`src/rtl/tdm_demux_if.sv`:
```
// Link-side bundle for the TDM demultiplexer: serial input beat plus the parallel per-channel outputs.
interface tdm_demux_if #(
  parameter int N_CH = 4,
  parameter int W    = 8
);
  logic              in_valid;
  logic              in_sof;
  logic [W-1:0]      in_data;
  logic [N_CH*W-1:0] out_data;
  logic [N_CH-1:0]   out_valid;
  logic              frame_done;
  logic              sync_err;
  logic              locked;

  modport master (
    output in_valid, in_sof, in_data,
    input  out_data, out_valid, frame_done, sync_err, locked
  );

  modport slave (
    input  in_valid, in_sof, in_data,
    output out_data, out_valid, frame_done, sync_err, locked
  );
endinterface

```
`src/rtl/tdm_demux.sv`:
```
// Locks to a TDM frame (ch0 flagged by in_sof) and fans each sample out to a held per-channel slot.
// Latency: 1 cycle from accepted beat to out_data/out_valid/frame_done/sync_err.
// Backpressure: none; every in_valid beat is consumed or discarded in its own cycle.
module tdm_demux #(
  parameter int N_CH = 4,
  parameter int W    = 8
) (
  input  logic        clk,
  input  logic        rst,
  tdm_demux_if.slave  bus
);
  localparam int             CW   = $clog2(N_CH);
  localparam logic [CW-1:0]  LAST = CW'(N_CH - 1);

  typedef enum logic {HUNT = 1'b0, LOCK = 1'b1} state_t;

  state_t            state_q, state_d;
  logic [CW-1:0]     ch_q, ch_d;
  logic [CW-1:0]     slot;
  logic              wr;
  logic              err;
  logic [N_CH*W-1:0] data_q;
  logic [N_CH-1:0]   strobe_q;
  logic              done_q;
  logic              err_q;

  always_comb begin
    state_d = state_q;
    ch_d    = ch_q;
    slot    = ch_q;
    wr      = 1'b0;
    err     = 1'b0;
    if (bus.in_valid) begin
      case (state_q)
        HUNT: begin
          if (bus.in_sof) begin
            wr      = 1'b1;
            slot    = '0;
            ch_d    = CW'(1);
            state_d = LOCK;
          end
        end
        LOCK: begin
          if (bus.in_sof) begin
            // An early SOF restarts the frame; the truncated one never reports done.
            wr   = 1'b1;
            slot = '0;
            ch_d = CW'(1);
            err  = (ch_q != '0);
          end else if (ch_q != '0) begin
            wr   = 1'b1;
            ch_d = (ch_q == LAST) ? '0 : ch_q + CW'(1);
          end else begin
            err     = 1'b1;
            state_d = HUNT;
          end
        end
        default: state_d = HUNT;
      endcase
    end
  end

  always_ff @(posedge clk or posedge rst) begin
    if (rst) begin
      state_q  <= HUNT;
      ch_q     <= '0;
      data_q   <= '0;
      strobe_q <= '0;
      done_q   <= 1'b0;
      err_q    <= 1'b0;
    end else begin
      state_q <= state_d;
      ch_q    <= ch_d;
      err_q   <= err;
      done_q  <= wr && (slot == LAST);
      for (int c = 0; c < N_CH; c++) begin
        strobe_q[c] <= wr && (slot == CW'(c));
        if (wr && (slot == CW'(c)))
          data_q[c*W +: W] <= bus.in_data;
      end
    end
  end

  assign bus.out_data   = data_q;
  assign bus.out_valid  = strobe_q;
  assign bus.frame_done = done_q;
  assign bus.sync_err   = err_q;
  assign bus.locked     = (state_q == LOCK);
endmodule

```
`src/flat_wrapper.sv`:
```
// flat-port wrapper written by rule: the top's interface ports become plain ports
module tdm_demux_flat 
#(
  parameter int N_CH = 4,
  parameter int W    = 8
)
  (clk, rst, bus_in_valid, bus_in_sof, bus_in_data, bus_out_data, bus_out_valid, bus_frame_done, bus_sync_err, bus_locked);
  tdm_demux_if #(.N_CH(N_CH), .W(W)) bus_i ();
  input  logic clk;
  input  logic rst;
  input wire logic [$bits(bus_i.in_valid)-1:0] bus_in_valid;
  input wire logic [$bits(bus_i.in_sof)-1:0] bus_in_sof;
  input wire logic [$bits(bus_i.in_data)-1:0] bus_in_data;
  output wire logic [$bits(bus_i.out_data)-1:0] bus_out_data;
  output wire logic [$bits(bus_i.out_valid)-1:0] bus_out_valid;
  output wire logic [$bits(bus_i.frame_done)-1:0] bus_frame_done;
  output wire logic [$bits(bus_i.sync_err)-1:0] bus_sync_err;
  output wire logic [$bits(bus_i.locked)-1:0] bus_locked;
  assign bus_i.in_valid = bus_in_valid;
  assign bus_i.in_sof = bus_in_sof;
  assign bus_i.in_data = bus_in_data;
  assign bus_out_data = bus_i.out_data;
  assign bus_out_valid = bus_i.out_valid;
  assign bus_frame_done = bus_i.frame_done;
  assign bus_sync_err = bus_i.sync_err;
  assign bus_locked = bus_i.locked;
  tdm_demux #(.N_CH(N_CH), .W(W)) u_core (.clk(clk), .rst(rst), .bus(bus_i));
endmodule
```
`config.mk`:
```
export PLATFORM = sky130hd
export DESIGN_NAME = tdm_demux_flat
export DESIGN_NICKNAME = d
export VERILOG_FILES = /design/src/rtl/tdm_demux_if.sv /design/src/rtl/tdm_demux.sv /design/src/flat_wrapper.sv
export SDC_FILE = /design/constraint.sdc
export NUM_CORES = 1
export LEC_CHECK = 0
export CAP_MARGIN = 20
export CORE_MARGIN = 2
export CORE_UTILIZATION = 35
export CTS_BUF_LIST = sky130_fd_sc_hd__clkbuf_4 sky130_fd_sc_hd__clkbuf_8
export CTS_CLUSTER_SIZE = 14
export DETAILED_ROUTE_END_ITERATION = 16
export PLACE_DENSITY = 0.63
export SETUP_SLACK_MARGIN = 0.02
export SLEW_MARGIN = 0
export SYNTH_ARGS = -nofsm -noshare
export SYNTH_HDL_FRONTEND = slang
export SYNTH_SLANG_ARGS = --single-unit
```
`constraint.sdc`:
```
create_clock -name clk -period 2.5 [get_ports clk]
set_clock_uncertainty 0.2 [all_clocks]
set_input_delay 0.625 -clock clk [delete_from_list [all_inputs] [get_ports clk]]
set_output_delay 0.625 -clock clk [all_outputs]
set_load 0.05 [all_outputs]
```
; Yosys cells after proc, flatten, opt, wreduce, memory -nomap -nowiden
; Cells that the tools add are included.
[word_totals]
regBits = 41
in_bits = 12
wordCells = 40
[classes]
n_addsub = 1
eq_ne = 6
mux = 16
n_bitwise = 1
reduce_logical = 7
[ops]
columns = op, n
row1 = $mux 2, 6
row2 = $mux 1, 8
row3 = $eq 2x2->1 const B, 3
row4 = $logic_and 1x1->1, 4
row5 = $pmux 2 s2, 1
row6 = $ne 3x3->1 const B, 1
row7 = $reduce_and 3->1, 1
row8 = $add 2x1->2 const B, 1
row9 = $eq 2x1->1 const B, 1
row10 = $logic_not 2->1, 1
row11 = $ne 2x2->1 const B, 1
row12 = $pmux 1 s2, 1
row13 = $reduce_bool 2->1, 1
row14 = $not 1->1, 1

; Longest topological paths before layout
; Gate-level depths: netlist of the first run.
[depth]
ltp_word = 6
mapped_depth = 8
ltp_nobuf = 6

; Least setup slack after synthesis of the first run
; Ideal clock, no wire load.
[synth_path]
kind = register -> register
start = register u_core.ch_q[0]
end = register u_core.data_q[24], in the netlist u_core.bus.out_data[24]
setup_ps = 125
arrival_time_ps = 1895
required_ps = 2175
setup_slack_ps = 280
stages_incl_launch_ff = 9
path_buffers = 2
period_less_slack_ps = 2220
cell_sequence = dfrtp_1 buf_2 inv_1 ha_1 ha_1 and4bb_4 and3_4 buf_8 mux2_4
[synth_between]
elab_chain_cells = 6
[synth_lines]
columns = element, line
row1 = from (decl), tdm_demux.sv:18  ; logic [CW-1:0] ch_q, ch_d;
row2 = from (signal assigned), tdm_demux.sv:73  ; ch_q <= ch_d;
row3 = $reduce_bool 2->1, tdm_demux.sv:50  ; end else if (ch_q != '0) begin
row4 = $mux 1, tdm_demux.sv:50
row5 = $mux 1, tdm_demux.sv:44  ; if (bus.in_sof) begin
row6 = $pmux 1 s2, tdm_demux.sv:34  ; case (state_q)
row7 = $mux 1, tdm_demux.sv:33  ; if (bus.in_valid) begin
row8 = $logic_and 1x1->1 *, tdm_demux.sv:78  ; if (wr && (slot == CW'(c)))
row9 = "to (signal, indexed assignment)", tdm_demux.sv:79  ; data_q[c*W +: W] <= bus.in_data;
row10 = to (decl), tdm_demux.sv:22  ; logic [N_CH*W-1:0] data_q;
; Every way passes the cells marked *; elsewhere a longest branch is shown, timed or not.
; A chain may end at the register's enable or synchronous reset.

; Final worst setup path of the first run
[layout_path]
start = input bus_in_sof
end = register u_core.data_q[27], in the netlist u_core.bus.out_data[27]
[layout_between]
elab_chain_cells = 4
[layout_lines]
columns = element, line
row1 = from (decl), flat_wrapper.sv:12  ; input wire logic [$bits(bus_i.in_sof)-1:0] bus_in_sof;
row2 = $mux 1 (tied with other cells), tdm_demux.sv:44
row3 = $pmux 1 s2 or $mux 2 (tied branches), "tdm_demux.sv:34, tdm_demux.sv:33"
row4 = $mux 1 or $eq 2x2->1 (tied branches), "tdm_demux.sv:33, tdm_demux.sv:78"
row5 = $logic_and 1x1->1 *, tdm_demux.sv:78
; Marks and branches as above.

==> results of run 1 <==
==> how the worst max path moves through the flow <==
stage               cells past startpoint                                   to                       start  slack (ns)
floorplan                               8  u_core.bus.out_data[24]$_DFFE_PP0P_  u_core.ch_q[0]$_DFFE_PP0P_        0.28
global placement                        6  u_core.bus.out_data[24]$_DFFE_PP0P_                  bus_in_sof       -0.14
detailed placement                      6  u_core.bus.out_data[24]$_DFFE_PP0P_                  bus_in_sof       -0.19
CTS                                     6  u_core.bus.out_data[27]$_DFFE_PP0P_                  bus_in_sof        0.12
global route                            6  u_core.bus.out_data[27]$_DFFE_PP0P_                  bus_in_sof        0.04
finish                                  6  u_core.bus.out_data[27]$_DFFE_PP0P_                  bus_in_sof        0.11
==> critical path: stages <==
cell and delay [ns]:
clkdlybuf4s50_1 0.47, inv_1 0.06, ha_1 0.21, and4bb_4 0.37, and3_4 0.31, mux2_4 0.31
==> per-stage QoR <==
step | utilization [%] | hold slack, ns | cells
final | 51.8 | 0.306 | 216
after global routing | 51.8 | 0.326 | 216
after CTS | 51.8 | 0.309 | 216
after detailed placement | 50.0 | 0.291 | 209
after global placement | 50.0 | 0.290 | 209
after floorplan | - | 0.413 | 103
==> layout by cell type, fill, tap and decap left out <==
cell             Yosys  layout
and3_4               1       1
mux2_2              24      24
mux2_4               8       8
and3_1               1       1
a21boi_2             1       1
clkinvlp_4           0       1
buf_4                1       9
inv_1                6       6
o2bb2ai_1            1       1
and4bb_4             1       1
nand3_2              2       2
nor3b_1              1       1
nor2_1               2       2
nand4b_1             2       2
clkbuf_8             0       5
clkdlybuf4s50_1      0      49
o21ai_0              2       2
o21ai_2              1       1
nand2_1              1       1
a31oi_1              1       1
ha_1                 2       2
clkinv_2             0       1
dfrtp_1             40      40
a21oi_1              2       2
==> cell type report <==
cell class                      count  area share, %
Inverter                            6          0.984
Clock inverter                      2          0.547
Sequential cell                    40           43.7
Clock buffer                        5           3.01
Multi-Input combinational cell     53           24.5
Timing Repair Buffer               58           24.4
Tap cell                           52           2.84
==> cells by family after synthesis <==
group,Yosys count
buffers and inverters,10
multiplexers,32
adder cells (fa/ha/maj),2
AO/OA/AOI/OAI,8
AND/OR/NAND/NOR,11
flip-flops,40
==> flip-flops by register name, summed over array words and instances (netlist names) <==
register and count:
u_core.bus.frame_done 1, u_core.bus.sync_err 1, u_core.bus.locked 1, u_core.bus.out_valid 3, u_core.bus.out_data 32, u_core.ch_q 2
==> layer usage <==
metal,GRT usage [%],up-vias,share of wire [%]
met5,0,-,0
met4,6.92,0,1.6
met3,3.47,5,5.1
met2,23.6,33,48
met1,18.4,504,45
li1,-,483,-
==> results.py, run 1 <==
metrics = {
    "layout": {
        "final_area_um2": 2290,
        "drive_gt1_share_pct": 32.9,
        "fillerInstances": 380,
        "antenna_cells": 0,
        "synthToLayoutAreaGrowth_pct": 41.0,
        "fin_nets": 178,
        "multi_input_area_um2": 561,
        "seqCellArea_um2": 1000,
    },
    "job": {
        "cap_violations": 0,
    },
    "logic_synthesis": {
        "synth_ff_type": "dfrtp_1",
        "ys_top_cells_by_count": "40 x dfrtp_1, 24 x mux2_2, 8 x mux2_4, 6 x inv_1",
        "avgSynthCellArea_um2": 15.8,
        "ys_seq_elements": 40,
        "synthAdderAreaFrac_pct": 1.54,
        "synth_area_um2": 1620,
        "synth_mux_area_share_pct": 24.1,
        "synth_edf_count": 0,
        "netlist.area_leader.share_pct": 61.7,
        "yosysWarnings": 0,
        "synth_top_family_by_area": "multiplexers",
        "synth_most_common_cell": "dfrtp_1",
        "synthArstFlopShare_pct": 100,
        "synthXorXnorAreaFrac_pct": 0,
        "yosys.area_share.simple_pct": 5.55,
        "synthCells": 103,
        "synth_top_cell_by_area": "dfrtp_1",
        "syn-num-nets": 117,
        "yosysUniqueCellTypes": 23,
        "synth_compound_area_share_pct": 3.39,
        "synth_area_leaders": "dfrtp_1 62%, mux2_2 17%, mux2_4 7.4%",
        "ys_seq_area_share_pct": 61.7,
    },
    "worst_setup_path": {
        "path_max_fanout": 9,
        "path_class": "in2reg",
        "crit_required_ns": 2.47,
        "timing.rr.start": "u_core.ch_q[0]$_DFFE_PP0P_",
        "ff2ff_path_depth": 6,
        "worstSetupEndpointType": "flip-flop",
        "reg2reg_to": "u_core.bus.out_data[27]$_DFFE_PP0P_",
        "crit_path_start_kind": "primary input",
        "cp.arrival_ns": 2.36,
        "regToRegSetupSlack_ns": 0.19,
    },
    "cts": {
        "clock_latency_ns": 0.28,
        "cts_setup_buffers": 0,
        "clock_path_buffers": 2,
        "postCtsResizedCells": 0,
        "clk_root_buffer_cell": "clkbuf_8",
        "hold_buffers": 0,
        "cts_max_level": 2,
        "cts_sinks": 40,
        "clkTransAtPathRegs_ns": 0.08,
        "cts_made_buffers": 5,
        "cts_tree": "yes",
    },
    "status": {
        "status": "complete, no violations",
    },
    "min_path": {
        "hp-start": "u_core.bus.out_data[9]$_DFFE_PP0P_",
        "hold_path_end": "u_core.bus.out_data[9]$_DFFE_PP0P_",
        "hold_path.class": "reg2reg",
        "hold_path_depth": 1,
    },
    "die": {
        "die_y_um": 72.1,
        "dieWidth_um": 72.1,
        "row_count": 24,
        "core-area_um2": 4410,
        "io_pins": 51,
        "initial_utilization_pct": 36.8,
        "die_area_um2": 5200,
    },
    "timing": {
        "fin_crit_sh_pct": 95.5,
        "period_minus_slack_ns": 2.39,
        "fmaxAchievable_mhz": 419,
        "worst_slack_ns": 0.113,
        "final_max_slew_viol_count": 0,
        "worst_pin_slew_ns": 0.584,
        "hold_violations": 0,
        "setup_violations": 0,
        "slew_headroom_pct": 61.0,
        "finalSetupTns_ns": 0,
        "rsz0062_at_grt": "false",
    },
    "placed_design": {
        "dpl-instance-area_um2": 2210,
        "numPortBuffers": 50,
        "place_congestion": 0.748,
        "hpwl_um": 2460,
        "pre_cts_slack_ns": -0.192,
    },
    "grt": {
        "antenna_found_initial": 0,
        "grt_max_degree": 41,
        "grt_pass1_vias": 1106,
        "grt_first_pass_wirelength_um": 5600,
        "grt_overflow": 0,
        "grt_use_total_pct": 14.6,
    },
    "detailed_routing": {
        "drt_iter0_drc": 49,
        "via_count": 1025,
        "ant_nets": 0,
        "routed_wirelength_um": 3340,
        "viasPerCell": 4.75,
        "avgRoutedWirePerCell_um": 15.5,
        "drcViolationCount": 0,
        "first_pass_iters": 3,
    },
}
Power of run 1 is not shown: default switching activity piles up to over one toggle a cycle in this logic, so the estimate is an artifact.
==> run 2, diff against run 1 <==
Settings changed: MAX_ROUTING_LAYER set to met4, PLACE_DENSITY 0.63 to 0.65.
Clock period 2.5 ns to 2 ns, I/O delays scaled along.
==> run 2 against run 1 <==
  * Wire length up 17%
  * Final cell count rose by 5.6%
  * Global-route usage grew 1.5 points
  * Critical path depth stayed put
  * Register-to-register slack lost 0.19 ns
  * Via count increased by 10%
  * Utilization is 2.2 points higher
  * Sequential cell count unchanged
  * The flow now finishes with violations (setup timing)
  * Non-clock buffer count up 9
==> results.py, run 2 (same netlist as run 1, synthesis figures left out) <==
metrics = {
    "worst_setup_path": {
        "startpoint": "u_core.ch_q[0]$_DFFE_PP0P_",
        "path_max_fanout": 5,
        "crit_required_ns": 1.97,
        "cp.arrival_ns": 1.98,
        "crit_path_start_kind": "flip-flop",
        "worstSetupEndpointType": "flip-flop",
        "timing.rr.start": "u_core.ch_q[0]$_DFFE_PP0P_",
        "path_class": "reg2reg",
    },
    "cts": {
        "clk_root_buffer_cell": "clkbuf_8",
        "clock_latency_ns": 0.28,
        "clock_path_buffers": 2,
        "cts_made_buffers": 5,
        "cts_sinks": 40,
        "hold_buffers": 0,
        "cts_tree": "yes",
        "cts_max_level": 2,
        "clkTransAtPathRegs_ns": 0.08,
    },
    "detailed_routing": {
        "viasPerCell": 4.95,
        "drt_iter0_drc": 64,
        "first_pass_iters": 4,
        "avgRoutedWirePerCell_um": 17.1,
        "drcViolationCount": 0,
        "ant_nets": 0,
        "via_count": 1129,
        "routed_wirelength_um": 3910,
    },
    "grt": {
        "grt_pass1_vias": 1236,
        "grt_max_degree": 41,
        "antenna_found_initial": 0,
        "grt_first_pass_wirelength_um": 6180,
        "grt_use_total_pct": 16.1,
        "grt_overflow": 0,
    },
    "layout": {
        "seqCellArea_um2": 1000,
        "synthToLayoutAreaGrowth_pct": 46.9,
        "fin_nets": 189,
        "layout_common_cells": "50 x buf_4, 40 x dfrtp_1, 24 x mux2_2, 10 x clkdlybuf4s50_1, 8 x mux2_4",
        "multi_input_area_um2": 626,
        "antenna_cells": 0,
        "drive_gt1_share_pct": 62.5,
        "final_area_um2": 2380,
        "largest_reg_flops": 32,
        "fillerInstances": 385,
        "layout_commonest_cell": "buf_4",
    },
    "timing": {
        "holdWs_ns": 0.308,
        "period_minus_slack_ns": 2.00,
        "slew_headroom_pct": 74.7,
        "hold_violations": 0,
        "fmaxAchievable_mhz": 499,
        "finalSetupTns_ns": -0.00235,
        "rsz0062_at_grt": "true",
        "setup_violations": 1,
        "fin_crit_sh_pct": 100,
        "final_max_slew_viol_count": 0,
        "worst_pin_slew_ns": 0.377,
        "worst_slack_ns": -0.00235,
    },
    "die": {
        "row_count": 24,
        "dieWidth_um": 72.1,
        "core-area_um2": 4410,
        "io_pins": 51,
        "die_y_um": 72.1,
        "die_area_um2": 5200,
        "initial_utilization_pct": 36.8,
    },
    "placed_design": {
        "dpl-instance-area_um2": 2220,
        "hpwl_um": 2630,
        "numPortBuffers": 50,
        "place_congestion": 0.729,
    },
    "job": {
        "cap_violations": 0,
    },
    "min_path": {
        "hold_path.class": "reg2reg",
        "hp-start": "u_core.bus.out_data[13]$_DFFE_PP0P_",
    },
    "status": {
        "status": "finished with violations",
        "violations": "setup timing",
    },
}
[run 2: cell types whose count changed in the layout (fill, tap and decap cells not counted), moves of 2 or more]
cell,change
buf_12,+2
inv_2,+2
inv_1,-3
buf_4,+41
buf_6,+4
clkdlybuf4s50_1,-39
ha_1,-2
ha_4,+2
[run 2: timing repair]
action	4_1_cts	5_1_grt
gates resized for setup	2	8
setup buffers	2	0
pin swaps	2	2
cloned	1	1
setup endpoints to repair	32	32
[run 2: final timing paths]
path,to,slack [ns],cells after the start
worst max-delay path,u_core.bus.out_data[28]$_DFFE_PP0P_,-0.002,6
worst min-delay path,u_core.bus.out_data[13]$_DFFE_PP0P_,0.31,1
worst max register to register,u_core.bus.out_data[28]$_DFFE_PP0P_,-0.002,6
worst min register to register,u_core.bus.out_data[13]$_DFFE_PP0P_,0.31,1
max in group asynchronous,u_core.bus.out_data[21]$_DFFE_PP0P_,1.02,3
min in group asynchronous,u_core.bus.out_data[22]$_DFFE_PP0P_,0.38,3
[run 2: stage by stage]
stage	utilization [%]	setup slack [ns]	instances
global placement	50.2	-0.464	216
finish	54.0	-0.00235	228
global route	54.0	-0.0340	228
CTS	52.9	-0.000839	227
floorplan	-	-0.0274	103
detailed placement	50.2	-0.509	216
[run 2: critical path, cell delays in order, from the launching register on]
cell and delay, ns:
dfrtp_1 0.41, inv_4 0.05, ha_4 0.16, ha_4 0.15
and4bb_4 0.34, and3_4 0.26, mux2_4 0.31
[run 2: routing by layer]
metal | track usage (%) | share of wire, % | vias to the layer above
met4 | 5.66 | 1.0 | 0
met5 | - | 0 | -
li1 | - | - | 511
met1 | 19.6 | 42 | 582
met2 | 26.6 | 54 | 32
met3 | 3.47 | 3.2 | 4
[run 2: final cells by class]
cell class / instances / share of cell area, %
Clock buffer: 6 / 3.46
Clock inverter: 2 / 0.630
Inverter: 6 / 1.05
Multi-Input combinational cell: 55 / 26.2
Sequential cell: 40 / 42.0
Tap cell: 52 / 2.73
Timing Repair Buffer: 67 / 23.9
Power of run 2 is left out for the same reason.
==> run 3, diff against run 2 <==
Settings changed: CORE_ASPECT_RATIO set to 0.75, REMOVE_ABC_BUFFERS set to 1.
==> run 3 against run 2 <==
  * The run now ends clean
  * Count of clock-buffer cells in the layout did not move
  * Global-route usage fell by 0.078 points
  * Final cell count rose by 2.2%
  * Die area rose by 0.11%
  * Utilization fell by 0.78 points
  * Final area fell by 0.26%
  * Sequential share of layout area rose by 0.11 points
  * Register-to-register slack barely moved
  * Worst setup slack improved by 0.014 ns
  * Worst hold slack got worse by 0.0012 ns
==> results.py, run 3 (same netlist as run 1, synthesis figures left out) <==
metrics = {
    "detailed_routing": {
        "ant_nets": 0,
        "viasPerCell": 4.80,
        "routed_wirelength_um": 3790,
        "drcViolationCount": 0,
        "drt_iter0_drc": 19,
        "via_count": 1119,
        "first_pass_iters": 4,
        "avgRoutedWirePerCell_um": 16.3,
    },
    "grt": {
        "grt_overflow": 0,
        "grt_max_degree": 41,
        "antenna_found_initial": 0,
        "grt_pass1_vias": 1126,
        "grt_use_total_pct": 16.0,
        "grt_first_pass_wirelength_um": 5820,
    },
    "placed_design": {
        "place_congestion": 0.840,
        "pre_cts_slack_ns": -0.567,
        "hpwl_um": 2550,
        "numPortBuffers": 50,
    },
    "cts": {
        "clock_path_buffers": 2,
        "cts_made_buffers": 5,
        "cts_sinks": 40,
        "cts_max_level": 2,
        "hold_buffers": 0,
        "cts_tree": "yes",
        "clk_root_buffer_cell": "clkbuf_8",
        "clkTransAtPathRegs_ns": 0.07,
        "clock_latency_ns": 0.29,
    },
    "worst_setup_path": {
        "worstPathCellList": "inv_2 > buf_4 > buf_4 > buf_4 > buf_4 > buf_4 > buf_4 > nand3_2 > buf_4 > mux2_2",
        "crit_slowest_cell": "dfrtp_1",
        "reg2reg_to": "u_core.bus.out_data[19]$_DFFE_PP0P_",
        "cp.arrival_ns": 1.96,
        "worst-path-buf-inv": 8,
        "worstSetupEndpointType": "flip-flop",
        "crit_required_ns": 1.98,
        "crit_path_start_kind": "flip-flop",
        "regToRegSetupSlack_ns": 0.01,
        "ff2ff_path_depth": 10,
        "critPathTopFamily": "buffers and inverters",
        "startpoint": "u_core.ch_q[0]$_DFFE_PP0P_",
        "timing.rr.start": "u_core.ch_q[0]$_DFFE_PP0P_",
        "max_stage_delay_ns": 0.36,
        "critical_path.most_common_cell": "buf_4",
        "path_max_fanout": 4,
        "path_class": "reg2reg",
    },
    "die": {
        "die_y_um": 63.0,
        "initial_utilization_pct": 36.3,
        "dieWidth_um": 82.6,
        "die_area_um2": 5200,
        "io_pins": 51,
        "core-area_um2": 4470,
        "row_count": 21,
    },
    "timing": {
        "fmaxAchievable_mhz": 503,
        "setup_violations": 0,
        "period_minus_slack_ns": 1.99,
        "worst_slack_ns": 0.0118,
        "fin_crit_sh_pct": 99.4,
        "final_max_slew_viol_count": 0,
        "worst_pin_slew_ns": 0.599,
        "rsz0062_at_grt": "true",
        "slew_headroom_pct": 60.0,
        "finalSetupTns_ns": 0,
        "hold_violations": 0,
    },
    "job": {
        "cap_violations": 0,
    },
    "layout": {
        "layout_common_cells": "54 x buf_4, 40 x dfrtp_1, 22 x mux2_2, 10 x mux2_4, 10 x clkdlybuf4s50_1",
        "antenna_cells": 0,
        "largest_reg_flops": 32,
        "fin_nets": 190,
        "drive_gt1_share_pct": 61.9,
        "layout_commonest_cell": "buf_4",
        "synthToLayoutAreaGrowth_pct": 46.5,
    },
    "min_path": {
        "hold_path.class": "reg2reg",
        "hold_path_depth": 1,
        "hold_path_end": "u_core.bus.out_data[10]$_DFFE_PP0P_",
        "hp-start": "u_core.bus.out_data[10]$_DFFE_PP0P_",
    },
    "status": {
        "status": "complete, no violations",
    },
}
run 3: cell types whose count changed in the layout (fill, tap and decap cells not counted), sizes merged:
cell,before,now
clkinvlp,2,0
buf,56,57
clkinv,0,1
run 3: worst reg2reg max path, cell delays in order, from the launching register on:
cell and delay, ns:
dfrtp_1 0.36, inv_2 0.06, buf_4 0.13, buf_4 0.12, buf_4 0.12, buf_4 0.12, buf_4 0.12, buf_4 0.12
nand3_2 0.07, buf_4 0.14, mux2_2 0.33
run 3: worst max path at each step:
stage	end	slack (ns)	cells past startpoint
floorplan	u_core.bus.out_data[24]$_DFFE_PP0P_	-0.19	6
global placement	u_core.bus.out_data[26]$_DFFE_PP0P_	-0.52	6
detailed placement	u_core.bus.out_data[24]$_DFFE_PP0P_	-0.57	6
CTS	u_core.bus.out_data[26]$_DFFE_PP0P_	0.01	6
global route	u_core.bus.out_data[19]$_DFFE_PP0P_	-0.05	10
finish	u_core.bus.out_data[19]$_DFFE_PP0P_	0.01	10
run 3: what timing repair did:
item	CTS	global route
setup endpoints to repair	32	22
setup buffers	5	0
gates resized for setup	10	5
pin swaps	3	1
gates cloned	1	1
run 3: through the flow:
step / hold WS, ns / util, % / instance area, um^2 / std cells
after floorplan: 0.404 / - / 1580 / 99
after global placement: 0.288 / 48.8 / 2180 / 219
after detailed placement: 0.295 / 48.8 / 2180 / 219
after CTS: 0.311 / 52.4 / 2340 / 232
after global routing: 0.327 / 53.2 / 2380 / 233
final: 0.306 / 53.2 / 2380 / 233
run 3: cell type report:
class	instances	area [um^2]
Fill cell	380	2090
Sequential cell	40	1000
Multi-Input combinational cell	55	636
Timing Repair Buffer	68	566
Clock buffer	6	76.3
Tap cell	57	71.3
Inverter	6	22.5
Clock inverter	1	5.00
run 3: metal layers:
layer,up-vias,global-route usage (%),wire length (um)
met5,-,-,0
met4,0,5.53,53
met3,6,5.20,275
met2,49,24.1,1720
met1,550,20.4,1740
li1,514,-,-
Power of run 3 is left out for the same reason.
==> patch 1: new RTL, flow settings as in run 1 <==
`W` is set to 8 in 3 places; all go to 12.
--- a/src/rtl/tdm_demux_if.sv
+++ b/src/rtl/tdm_demux_if.sv
@@ -2,5 +2,5 @@
 interface tdm_demux_if #(
   parameter int N_CH = 4,
-  parameter int W    = 8
+  parameter int W    = 12
 );
   logic              in_valid;
--- a/src/rtl/tdm_demux.sv
+++ b/src/rtl/tdm_demux.sv
@@ -4,5 +4,5 @@
 module tdm_demux #(
   parameter int N_CH = 4,
-  parameter int W    = 8
+  parameter int W    = 12
 ) (
   input  logic        clk,
--- a/src/flat_wrapper.sv
+++ b/src/flat_wrapper.sv
@@ -3,5 +3,5 @@
 #(
   parameter int N_CH = 4,
-  parameter int W    = 8
+  parameter int W    = 12
 )
   (clk, rst, bus_in_valid, bus_in_sof, bus_in_data, bus_out_data, bus_out_valid, bus_frame_done, bus_sync_err, bus_locked);
Interface: changed (resized bus_in_data and bus_out_data); port bits go from 51 to 71. The function was not compared with the original's and may differ.
==> patch 1 against run 1 <==
- critical path depth is 2 higher
- wire length grew 42%
- cell area up 40%
- via count grew 37%
- worst setup slack worse by 0.043 ns
- global-route usage shrank 0.99 points
- sequential share of layout area grew 0.13 points
- sequential cell count is 16 higher
- hold slack improved by 0.0044 ns
- synthesized cell count up 34%
- area after synthesis increased by 36%
- critical endpoint is now u_core.bus.out_data[41]
- highest routed layer unchanged
Power is not shown: default switching activity piles up to over one toggle a cycle in this logic, so the estimate is an artifact.
==> patch 1: results (changes against run 1) <==
The post-cts gate resize count came out at 1 (+1). The first-pass detailed-route iteration total was 3 (unchanged). The area share of the largest cell type after synthesis is 0.6331 (+0.01632). The number of antenna violations at the first check in global routing came out at 0 (unchanged). The total setup buffers inserted after CTS is 0 (unchanged). The fill cell total of the finished layout is 518 (+36%). The total via count in the routed design came out at 1402 (+37%). In this design, the stage delay of the slowest critical-path cell is 0.48 ns. The post-synthesis compound-gate area fraction is 0.02035 (-0.01357). The total routing usage reported by global routing is 0.1358 (-0.009898). The routability congestion estimate came out at 0.7632 (+2.1%). The arrival time of data at the critical path endpoint is 2.42 ns (+0.06 ns). The global-route wire length before repair is 7679 um (+37%). The cell at the slowest stage of the critical path is sky130_fd_sc_hd__clkdlybuf4s50_1.

The final antenna-violating net count came out at 0 (unchanged). The adder-cell share of the synthesized area came to 0.01131 (-0.004114). The run finished with clean final reports. The kind of cell with the highest combined delay along the critical path is buffers and inverters.

The first-iteration detailed-routing DRC count came out at 48 (-2.0%). The number of placed instances with taps included is 290 (+39%). The share of synthesized area occupied by flip-flops and latches is 0.6331 (+0.01632).

The number of clock buffers inserted by TritonCTS came out at 5 (unchanged). The met3 track utilization from global routing is 0.03858 (+0.003853). In the post-synthesis netlist, the biggest area contributors are sky130_fd_sc_hd__dfrtp_1, sky130_fd_sc_hd__mux2_2, sky130_fd_sc_hd__mux2_4, sky130_fd_sc_hd__inv_1, sky130_fd_sc_hd__ha_1. The number of global-route vias before repair is 1498 (+35%). The multiplexer fraction of the synthesized cell area came out at 0.2595 (+0.01891). Sorting the synthesized cells by how often they occur yields sky130_fd_sc_hd__dfrtp_1, sky130_fd_sc_hd__mux2_2, sky130_fd_sc_hd__mux2_4. The largest net degree at the start of global routing came out at 57 (+39%). The fraction of met1 tracks used by global routing was 0.1817 (-0.002102).

The maximum net fanout on the critical path came out at 5 (-4). The global routing usage on met2 was 0.2258 (-0.01069). The H-tree depth reported by CTS is 2 (unchanged). The count of warnings emitted by yosys came to 0 (unchanged).

The mean cell area of the mapped netlist came out at 16.04 sq um (+1.8%). The routed wire length was 4738 um (+42%). The number of flip-flops under the largest register name came out at 48 (+50%).

The half-perimeter wire length after detailed placement came out at 3427 um (+39%). The measured slew at the worst slew-check pin came out at 0.5139 ns (-0.07043 ns). The number of distinct library cells after synthesis is 24 (+4.3%). The non-filler instance count after layout is 299 (+38%).

The class of the most critical hold timing path is register to register. The clock network latency to the later pin of the worst-skew pair came out at 0.30 ns (+0.02 ns). The buffer depth of the longest clock path came to 2 (unchanged). The number of input and output port buffers inserted is 70 (+40%). The root buffer cell is sky130_fd_sc_hd__clkbuf_8. The synthesized net count is 156 (+33%). The async set-reset flop share out of synthesis came out at 1.000 (unchanged). The proportion of layout cells with a drive suffix above 1 is 0.3482 (+0.01895). The number of nets at the end of the flow is 241 (+35%).
==> patch 1: cell types whose count changed in the layout (fill, tap and decap cells not counted), sizes merged, moves of 2 or more <==
cell	change
nand4b	-2
o22ai	+2
dfrtp	+16
nand3	-2
clkdlybuf4s50	+20
nor3	+2
clkbuf	+2
buf	+7
mux2	+16
and3	-2
o21ai	-2
==> patch 1: layout make-up <==
type | instances | area [sq um] | area share
multi-input cells | 68 | 732.0 | 0.2291
flip-flops and latches | 56 | 1401 | 0.4387
clock inverters | 1 | 7.507 | 0.002350
inverters | 7 | 26.28 | 0.008226
well taps | 75 | 93.84 | 0.02938
repair buffers | 85 | 843.3 | 0.2640
clock buffers | 7 | 90.09 | 0.02820
==> patch 1: metrics by stage <==
stage               TNS (ns)  cell area [sq um]  worst slack [ns]
finish                     0               3194           0.06990
global route               0               3194          0.004676
CTS                        0               3172           0.03907
detailed placement    -11.23               3070           -0.3140
global placement      -9.174               3070           -0.3029
floorplan                  0               2213            0.1630
==> patch 1: path summary, 6_finish.rpt <==
check	to	slack, ns	start	cells after the start
min in group asynchronous	u_core.bus.out_data[29]	0.51	rst	3
min reg2reg	u_core.bus.out_data[35]	0.31	u_core.bus.out_data[35]	1
max	u_core.bus.out_data[41]	0.07	bus_in_sof	8
max in group asynchronous	u_core.bus.sync_err	1.36	rst	3
min	u_core.bus.out_data[35]	0.31	u_core.bus.out_data[35]	1
max reg2reg	u_core.bus.out_data[41]	0.19	u_core.ch_q[1]	8
==> patch 1: metal layers <==
metal / up-vias / routed length, um / share of wire
li1: 648 / - / -
met1: 698 / 2185 / 0.46
met2: 52 / 2232 / 0.47
met3: 4 / 292 / 0.062
met4: 0 / 27 / 0.0057
met5: - / 0 / 0
==> patch 2: new RTL, flow settings as in run 1 <==
Without the edit above. Reset style: synchronous (`rst`), changed in one clocked block.
--- a/src/rtl/tdm_demux.sv
+++ b/src/rtl/tdm_demux.sv
@@ -61,5 +61,5 @@
   end
 
-  always_ff @(posedge clk or posedge rst) begin
+  always_ff @(posedge clk) begin
     if (rst) begin
       state_q  <= HUNT;
Behaviour: differs if rst is asserted again (counterexample within 4 cycles, from zero or initial values and one cycle with rst high); with rst held inactive, the same outputs for 10 cycles.
==> patch 2 against run 1 <==
- maximum frequency increased by 4.7%
- cell area increased by 2.2%
- wire length increased by 15%
- synthesized cell count increased by 61%
- critical path type is now register to output port
- largest cell class unchanged
- first-iteration DRC count increased by 100%
- register-to-register slack improved by 0.23 ns
- worst setup slack improved by 0.11 ns
- hold slack got worse by 0.032 ns
- sequential cell count unchanged
- count of clock-buffer cells in the layout increased by 3
- area after synthesis increased by 1.7%
==> patch 2: results (changes against run 1) <==
The global-route wire length before repair came out at 6486 um (+16%). The fraction of met1 tracks used by global routing came out at 0.2067 (+0.02291). The run finished with clean final reports. The largest net degree at the start of global routing was 49 (+20%). The area occupied by registers was 800.8 sq um (-20%). The last element of the critical path is bus_out_data[2].

The routed length on met1 came out at 1716 um (+13%). The async set-reset flop share out of synthesis came to 0 (-1.000). The number of distinct library cells after synthesis is 25 (+8.7%). The startpoint of the lowest-slack hold path is u_core.bus.out_data[5]. The path with the worst hold slack has its endpoint at u_core.bus.out_data[5].

The fill cell total of the finished layout came out at 410 (+7.9%). The global routing usage on met2 is 0.2495 (+0.01300). The maximum net fanout on the critical path came out at 2 (-7). The clock network latency to the later pin of the worst-skew pair is 0.29 ns. The final-layout clock buffer total is 8 (+3).

Tracing the worst setup path back leads to its startpoint at u_core.bus.out_data[2]. The proportion of layout cells with a drive suffix above 1 came out at 0.09589 (-0.2334). The half-perimeter wire length after detailed placement is 2727 um (+11%). The slack of the worst reg-to-reg path is 0.42 ns (+0.23 ns).

In the synthesized netlist, the cells that appear most often are sky130_fd_sc_hd__dfxtp_1, sky130_fd_sc_hd__nand2b_1, sky130_fd_sc_hd__mux2i_1. The total routing usage reported by global routing came out at 0.1592 (+0.01351). The routability congestion estimate is 0.8461 (+13%). The root buffer cell chosen for the clock tree is sky130_fd_sc_hd__clkbuf_8. The worst hold margin came to 0.2740 ns (-0.03181 ns). The number of placed instances with taps included came out at 263 (+26%). The share of synthesized area occupied by flip-flops and latches was 0.4852 (-0.1316). Ranked by total cell area, the synthesized netlist is headed by sky130_fd_sc_hd__dfxtp_1, sky130_fd_sc_hd__mux2i_1, sky130_fd_sc_hd__nand2b_1, sky130_fd_sc_hd__a21oi_1, sky130_fd_sc_hd__nand3_1. The measured slew at the worst slew-check pin came out at 0.5151 ns (-0.06925 ns). The synthesized net count came out at 181 (+55%).

The worst hold path depth came out at 2 (+1). The number of nets at the end of the flow is 233 (+31%). The kind of cell with the highest combined delay along the critical path is buffers and inverters.

The mean cell area of the mapped netlist is 9.942 sq um (-37%). The total met2 wirelength after detailed routing came to 1878 um (+18%). Among all flip-flop cells after synthesis, the most frequent one is sky130_fd_sc_hd__dfxtp_1. The maximum achievable frequency was 438.5 MHz (+4.7%). The average via count per standard cell is 4.834 (+1.9%).

The arrival time of data at the critical path endpoint is 1.46 ns (-0.90 ns). The cell area after placement was 2241 sq um (+1.5%). The share of final layout cell area taken by clock buffers and inverters was 0.04173 (+0.006195).

The detailed route wirelength on metal3 is 174 um (+1.2%). The largest stage delay on the critical path came out at 0.81 ns (+0.34 ns).
## patch 2: changes by cell type after synthesis, sizes merged, moves of 9 or more
cell | run 1 | this run
nand2b | 0 | 34
a21oi | 2 | 11
dfxtp | 0 | 40
mux2i | 0 | 24
dfrtp | 40 | 0
mux2 | 32 | 0
## patch 2: power by group through the flow
stage	Combinational, mW	Clock [mW]	Sequential [mW]
2_1_floorplan	0.0631	0	0.709
3_3_place_gp	0.164	0	0.674
3_5_place_dp	0.166	0	0.675
4_1_cts	0.166	0.472	0.660
5_1_grt	0.176	0.501	0.662
6_report	0.165	0.458	0.660
## patch 2: logic make-up after synthesis
| group | after synthesis | share of synthesized area |
|---|---|---|
| AO/OA/AOI/OAI | 24 | 0.08568 |
| buffers and inverters | 16 | 0.04170 |
| AND/OR/NAND/NOR | 59 | 0.2191 |
| flip-flops | 40 | 0.4852 |
| adder cells (fa/ha/maj) | 3 | 0.02275 |
| multiplexers | 24 | 0.1456 |
